## src/rtl/frame_ptr_ctrl.sv

```systemverilog
// Triple-buffer frame slot arbiter between one writer and one reader.
// Optional statistics counters compile in with FRAME_PTR_CTRL_STAT_EN.
module frame_ptr_ctrl #(
  parameter int unsigned ADDR_WIDTH = 32,
  parameter logic [ADDR_WIDTH-1:0] START_ADDR = 'h3fff0000,
  parameter int unsigned FRAME_SIZE = 4147200,
  parameter int unsigned FRAMES_AMOUNT = 3
) (
  input  logic                  clk_i,
  input  logic                  rst_n_i,
  input  logic                  wr_done_stb_i,
  input  logic                  rd_start_stb_i,
  output logic [2:0]            wr_slot_o,
  output logic [ADDR_WIDTH-1:0] wr_addr_o,
  output logic [2:0]            rd_slot_o,
  output logic [ADDR_WIDTH-1:0] rd_addr_o,
  output logic                  rd_valid_o,
  output logic [15:0]           drop_cnt_o,
  output logic [15:0]           repeat_cnt_o
);

  function automatic logic [ADDR_WIDTH-1:0] slot_addr(
    input logic [2:0] s
  );
    return START_ADDR
      + ADDR_WIDTH'(s) * ADDR_WIDTH'(FRAME_SIZE);
  endfunction

  function automatic logic [2:0] pick(
    input logic [2:0] a,
    input logic [2:0] b
  );
    logic [2:0] p;
    logic found;
    p = '0;
    found = 1'b0;
    for (int i = 0; i < FRAMES_AMOUNT; i++) begin
      if (!found && 3'(i) != a && 3'(i) != b) begin
        p = 3'(i);
        found = 1'b1;
      end
    end
    return p;
  endfunction

  logic       sync1, ready;
  logic [2:0] w_q, r_q, l_q;
  logic       lv_q;
  logic [2:0] w_nx, r_nx, l_nx;
  logic       lv_nx, rv_nx;
  logic       wd, rs;

  // Strobes are ignored until the release has passed two flops.
  always_ff @(posedge clk_i or negedge rst_n_i) begin
    if (!rst_n_i) begin
      sync1 <= 1'b0;
      ready <= 1'b0;
    end else begin
      sync1 <= 1'b1;
      ready <= sync1;
    end
  end

  assign wd = wr_done_stb_i & ready;
  assign rs = rd_start_stb_i & ready;

  always_comb begin
    w_nx  = w_q;
    r_nx  = r_q;
    l_nx  = l_q;
    lv_nx = lv_q;
    rv_nx = rd_valid_o;
    unique case (1'b1)
      wd && rs: begin
        r_nx  = w_q;
        l_nx  = w_q;
        lv_nx = 1'b0;
        rv_nx = 1'b1;
        w_nx  = pick(w_q, w_q);
      end
      wd && !rs: begin
        l_nx  = w_q;
        lv_nx = 1'b1;
        w_nx  = pick(r_q, w_q);
      end
      !wd && rs && lv_q: begin
        r_nx  = l_q;
        lv_nx = 1'b0;
        rv_nx = 1'b1;
      end
      default: ;
    endcase
  end

  always_ff @(posedge clk_i or negedge rst_n_i) begin
    if (!rst_n_i) begin
      w_q        <= 3'd0;
      r_q        <= 3'd1;
      l_q        <= 3'd0;
      lv_q       <= 1'b0;
      rd_valid_o <= 1'b0;
      wr_addr_o  <= slot_addr(3'd0);
      rd_addr_o  <= slot_addr(3'd1);
    end else begin
      w_q        <= w_nx;
      r_q        <= r_nx;
      l_q        <= l_nx;
      lv_q       <= lv_nx;
      rd_valid_o <= rv_nx;
      wr_addr_o  <= slot_addr(w_nx);
      rd_addr_o  <= slot_addr(r_nx);
    end
  end

  assign wr_slot_o = w_q;
  assign rd_slot_o = r_q;

`ifdef FRAME_PTR_CTRL_STAT_EN
  logic [15:0] drop_q, rep_q;

  always_ff @(posedge clk_i or negedge rst_n_i) begin
    if (!rst_n_i) begin
      drop_q <= '0;
      rep_q  <= '0;
    end else begin
      if (wd && lv_q && drop_q != 16'hffff)
        drop_q <= drop_q + 16'd1;
      if (rs && !lv_q && rep_q != 16'hffff)
        rep_q <= rep_q + 16'd1;
    end
  end

  assign drop_cnt_o   = drop_q;
  assign repeat_cnt_o = rep_q;
`else
  assign drop_cnt_o   = '0;
  assign repeat_cnt_o = '0;
`endif

endmodule

```

## config.mk

```make
export PLATFORM = sky130hd
export DESIGN_NAME = frame_ptr_ctrl
export DESIGN_NICKNAME = d
export VERILOG_FILES = /design/src/rtl/frame_ptr_ctrl.sv
export SDC_FILE = /design/constraint.sdc
export NUM_CORES = 1
export LEC_CHECK = 0
export CORE_MARGIN = 2
export CORE_UTILIZATION = 25
export DETAILED_ROUTE_END_ITERATION = 8
export GPL_TIMING_DRIVEN = 0
export PLACE_DENSITY = 0.54
export SLEW_MARGIN = 20
export SYNTH_ARGS = -nofsm -noshare
export SYNTH_HDL_FRONTEND = slang
export SYNTH_SLANG_ARGS = --single-unit
export TNS_END_PERCENT = 10
```

## constraint.sdc

```tcl
create_clock -name clk_i -period 5.3 [get_ports clk_i]
set_input_delay 0.795 -clock clk_i [delete_from_list [all_inputs] [get_ports clk_i]]
set_output_delay 0.795 -clock clk_i [all_outputs]
set_load 0.005 [all_outputs]
```

==> results.cfg <==
[clock_tree]
root_buffer = clkbuf_16
cts_tree = done
cts_setup_buffers = 0
cts.repair.resized = 0
cts.path.max_buffers = 2
clock-sinks = 43
clk_transition_reported_paths_ns = 0.06
clock_latency_ns = 0.28
holdBufCountCts = 0
cts_inserted_buffers = 5
h-tree-depth = 2

[critical_path]
end_kind = register
path_buf_inv = 2
reg2reg_depth = 13
startpoint_type = primary input
cp_data_arrival_time_ns = 4.47
worstSetupPathType = in -> reg
required_ns = 5.46
critPathTopFamily = adder cells
critPathMaxStageDelay_ns = 0.56
crit_slowest_cell = a2111oi_0
path_cells = buf_2 > nand2_1 > a2111oi_0 > a22o_1 > fa_1 > fa_1 > inv_1 > fa_1 > or4b_4 > o21ai_4 > o21ai_4 > or3_1
crit_fanout = 9
cpMostUsedCell = fa_1
path_depth = 12

[timing]
min_period_ns = 4.31
finalMaxSlewViolations = 0
rsz0062_at_grt = no
finalCritPeriodShare_pct = 81.3
finClkSkew_ns = 0.00577
layout_setup_ws_ns = 0.993
setup_viol = 0
max_freq_ghz = 0.232
finalSetupTns_ns = 0
worstMarginPinSlew_ns = 0.567
hold_viol = 0
slew_headroom_pct = 61.2

[synth]
synth_warnings = 0
synth-seq-area-share_pct = 38.5
netlist_area_um2 = 2870
syn_inst = 272
synth_edf_count = 0
ys_seq_elements = 43
avgSynthCellArea_um2 = 10.5
synthFlopType = dfrtp_1
post_synth_num_cell_types = 43
async_flop_share_pct = 100

[pwr]
power.density_nw_per_um2 = 524
p_seq_share_pct = 28.0
totalPowerFinal_uw = 2040
clockPowerShare_pct = 15.3
p_leak_uw = 0.00194
p_int_uw = 1330
p_sw_share_pct = 35.0
peakVddDrop_mv = 0.215
p_sw_uw = 713
p_comb_share_pct = 56.8

[routing]
wl_per_cell_um = 9.62
first_iter_violations = 61
drc = 0
ant_nets = 0
dr.pass1.iters = 4
routed_wl_um = 5070
routed_via_density = 3.65
vias = 1923

[global_route]
grt_util_met1_pct = 10.8
grt-ovfl-total = 0
antenna_found_initial = 0
track_usage_pct = 8.48
use_met2_pct = 13.7
grt_pass1_vias = 1851
use_met3_pct = 2.57
grt_start_max_net_pins = 32
grt-busiest-layer = met2
grt_pass1_wl_um = 8570

[finish]
antenna_cells = 0
synthToLayoutAreaGrowth_pct = 35.9
multiInputGateArea_um2 = 1370
nets = 416
drive_gt1_share_pct = 27.6
mostFrequentLayoutCell = buf_4
nFillCells = 1186
final_cell_mix = buf_4 (66), conb_1 (57), clkdlybuf4s50_1 (47), inv_1 (23), dfrtp_1 (22)
regArea_um2 = 1100
fin_cells = 527

[die]
io_pins = 107
start_util_pct = 25.3
die_h_um = 111
die_area_um2 = 12300
core.rowCount = 39
core_um2 = 11300
dieWidth_um = 111

[placed_design]
dp_cells = 519
post-place-ws_ns = 0.672
gp_congestion = 0.747
io_buffers = 48
dp_hpwl_um = 4040

[worst_hold_path]
hold_depth = 0
hp-class = reg -> reg

[flow_run]
maxCapViolCount = 0

[outcome]
outcome = complete, no violations
-- cells in the mapped netlist (all sizes together), types with 2 or more instances --
master	n	share of area, %
a21o	5	1.3
a21oi	10	1.7
a221o	2	0.70
and3	3	0.66
buf	68	18
conb	2	0.26
dfrtp	22	19
dfstp	21	19
fa	8	5.6
ha	21	9.2
inv	23	3.0
mux2	3	1.2
mux2i	2	0.70
nand2	13	1.7
nand2b	5	1.1
nand3b	4	1.0
nand4	3	0.66
nor2	6	0.79
nor2b	4	0.87
nor3	6	1.0
nor3b	4	1.4
o211ai	2	0.52
o21ai	6	1.8
xnor2	10	3.1
xor2	5	1.5
-- routing by layer --
| metal | part of all wire [%] | vias to the layer above |
|---|---|---|
| met5 | 0 | - |
| met3 | 8.0 | 7 |
| met2 | 43 | 81 |
| met1 | 47 | 848 |
| li1 | - | 987 |
| met4 | 1.7 | 0 |
-- final timing paths --
| path | end | slack [ns] | startpoint |
|---|---|---|---|
| max | wr_addr_o[30]$_DFF_PN0_ | 0.99 | wr_done_stb_i |
| min | ready$_DFF_PN0_ | 0.36 | sync1$_DFF_PN0_ |
| max reg2reg | wr_addr_o[30]$_DFF_PN0_ | 1.15 | wr_slot_o[0]$_DFF_PN0_ |
| min in group asynchronous | wr_slot_o[1]$_DFF_PN0_ | 0.40 | rst_n_i |
| max in group asynchronous | rd_addr_o[21]$_DFF_PN1_ | 4.36 | rst_n_i |
| min reg2reg | ready$_DFF_PN0_ | 0.36 | sync1$_DFF_PN0_ |
-- cells by family after synthesis --
family / share of synthesized area [%]
buf+inv: 20.8
simple gates: 10.7
flops: 38.5
compound gates: 8.56
fa+ha+maj: 14.8
xor+xnor: 4.58
mux: 1.88
other cells: 0.262
-- stage by stage --
stage / utilization, % / hold slack [ns] / area (um2)
2_1_floorplan: - / 0.331 / 3070
3_3_place_gp: 33.0 / 0.333 / 3730
3_5_place_dp: 33.1 / 0.345 / 3750
4_1_cts: 34.4 / 0.359 / 3890
5_1_grt: 34.4 / 0.365 / 3890
6_report: 34.4 / 0.358 / 3890
-- flip-flops by register name (all words and copies together) (netlist names) --
name and count:
rd_addr_o 16, wr_addr_o 16, l_q 3, rd_slot_o 2
wr_slot_o 2, lv_q 1, rd_valid_o 1, ready 1
sync1 1
-- power groups by stage --
stage	clock [uW]	combinational, uW	sequential, uW
after global routing	335	1300	587
after global placement	0	1150	578
after CTS	319	1170	574
after floorplan	0	763	577
after detailed placement	0	1160	579
final	311	1160	570
-- worst reg2reg max path, cell delays in order, from the launching register on --
cell,delay [ns]
dfrtp_1,0.54
nor2_1,0.09
nand2_1,0.07
o21ai_0,0.07
a2111oi_0,0.53
a22o_1,0.36
fa_1,0.53
fa_1,0.47
inv_1,0.09
fa_1,0.22
or4b_4,0.49
o21ai_4,0.10
o21ai_4,0.10
or3_1,0.37
-- cell type report --
cell class,instances,share of cell area (%)
plain buffers,69,13.1
repair buffers,49,12.7
multi-input cells,192,35.3
well taps,143,4.60
clock buffers,7,3.66
clock inverters,1,0.129
flip-flops and latches,43,28.3
inverters,23,2.22
Power figures use the tool's default switching activity.
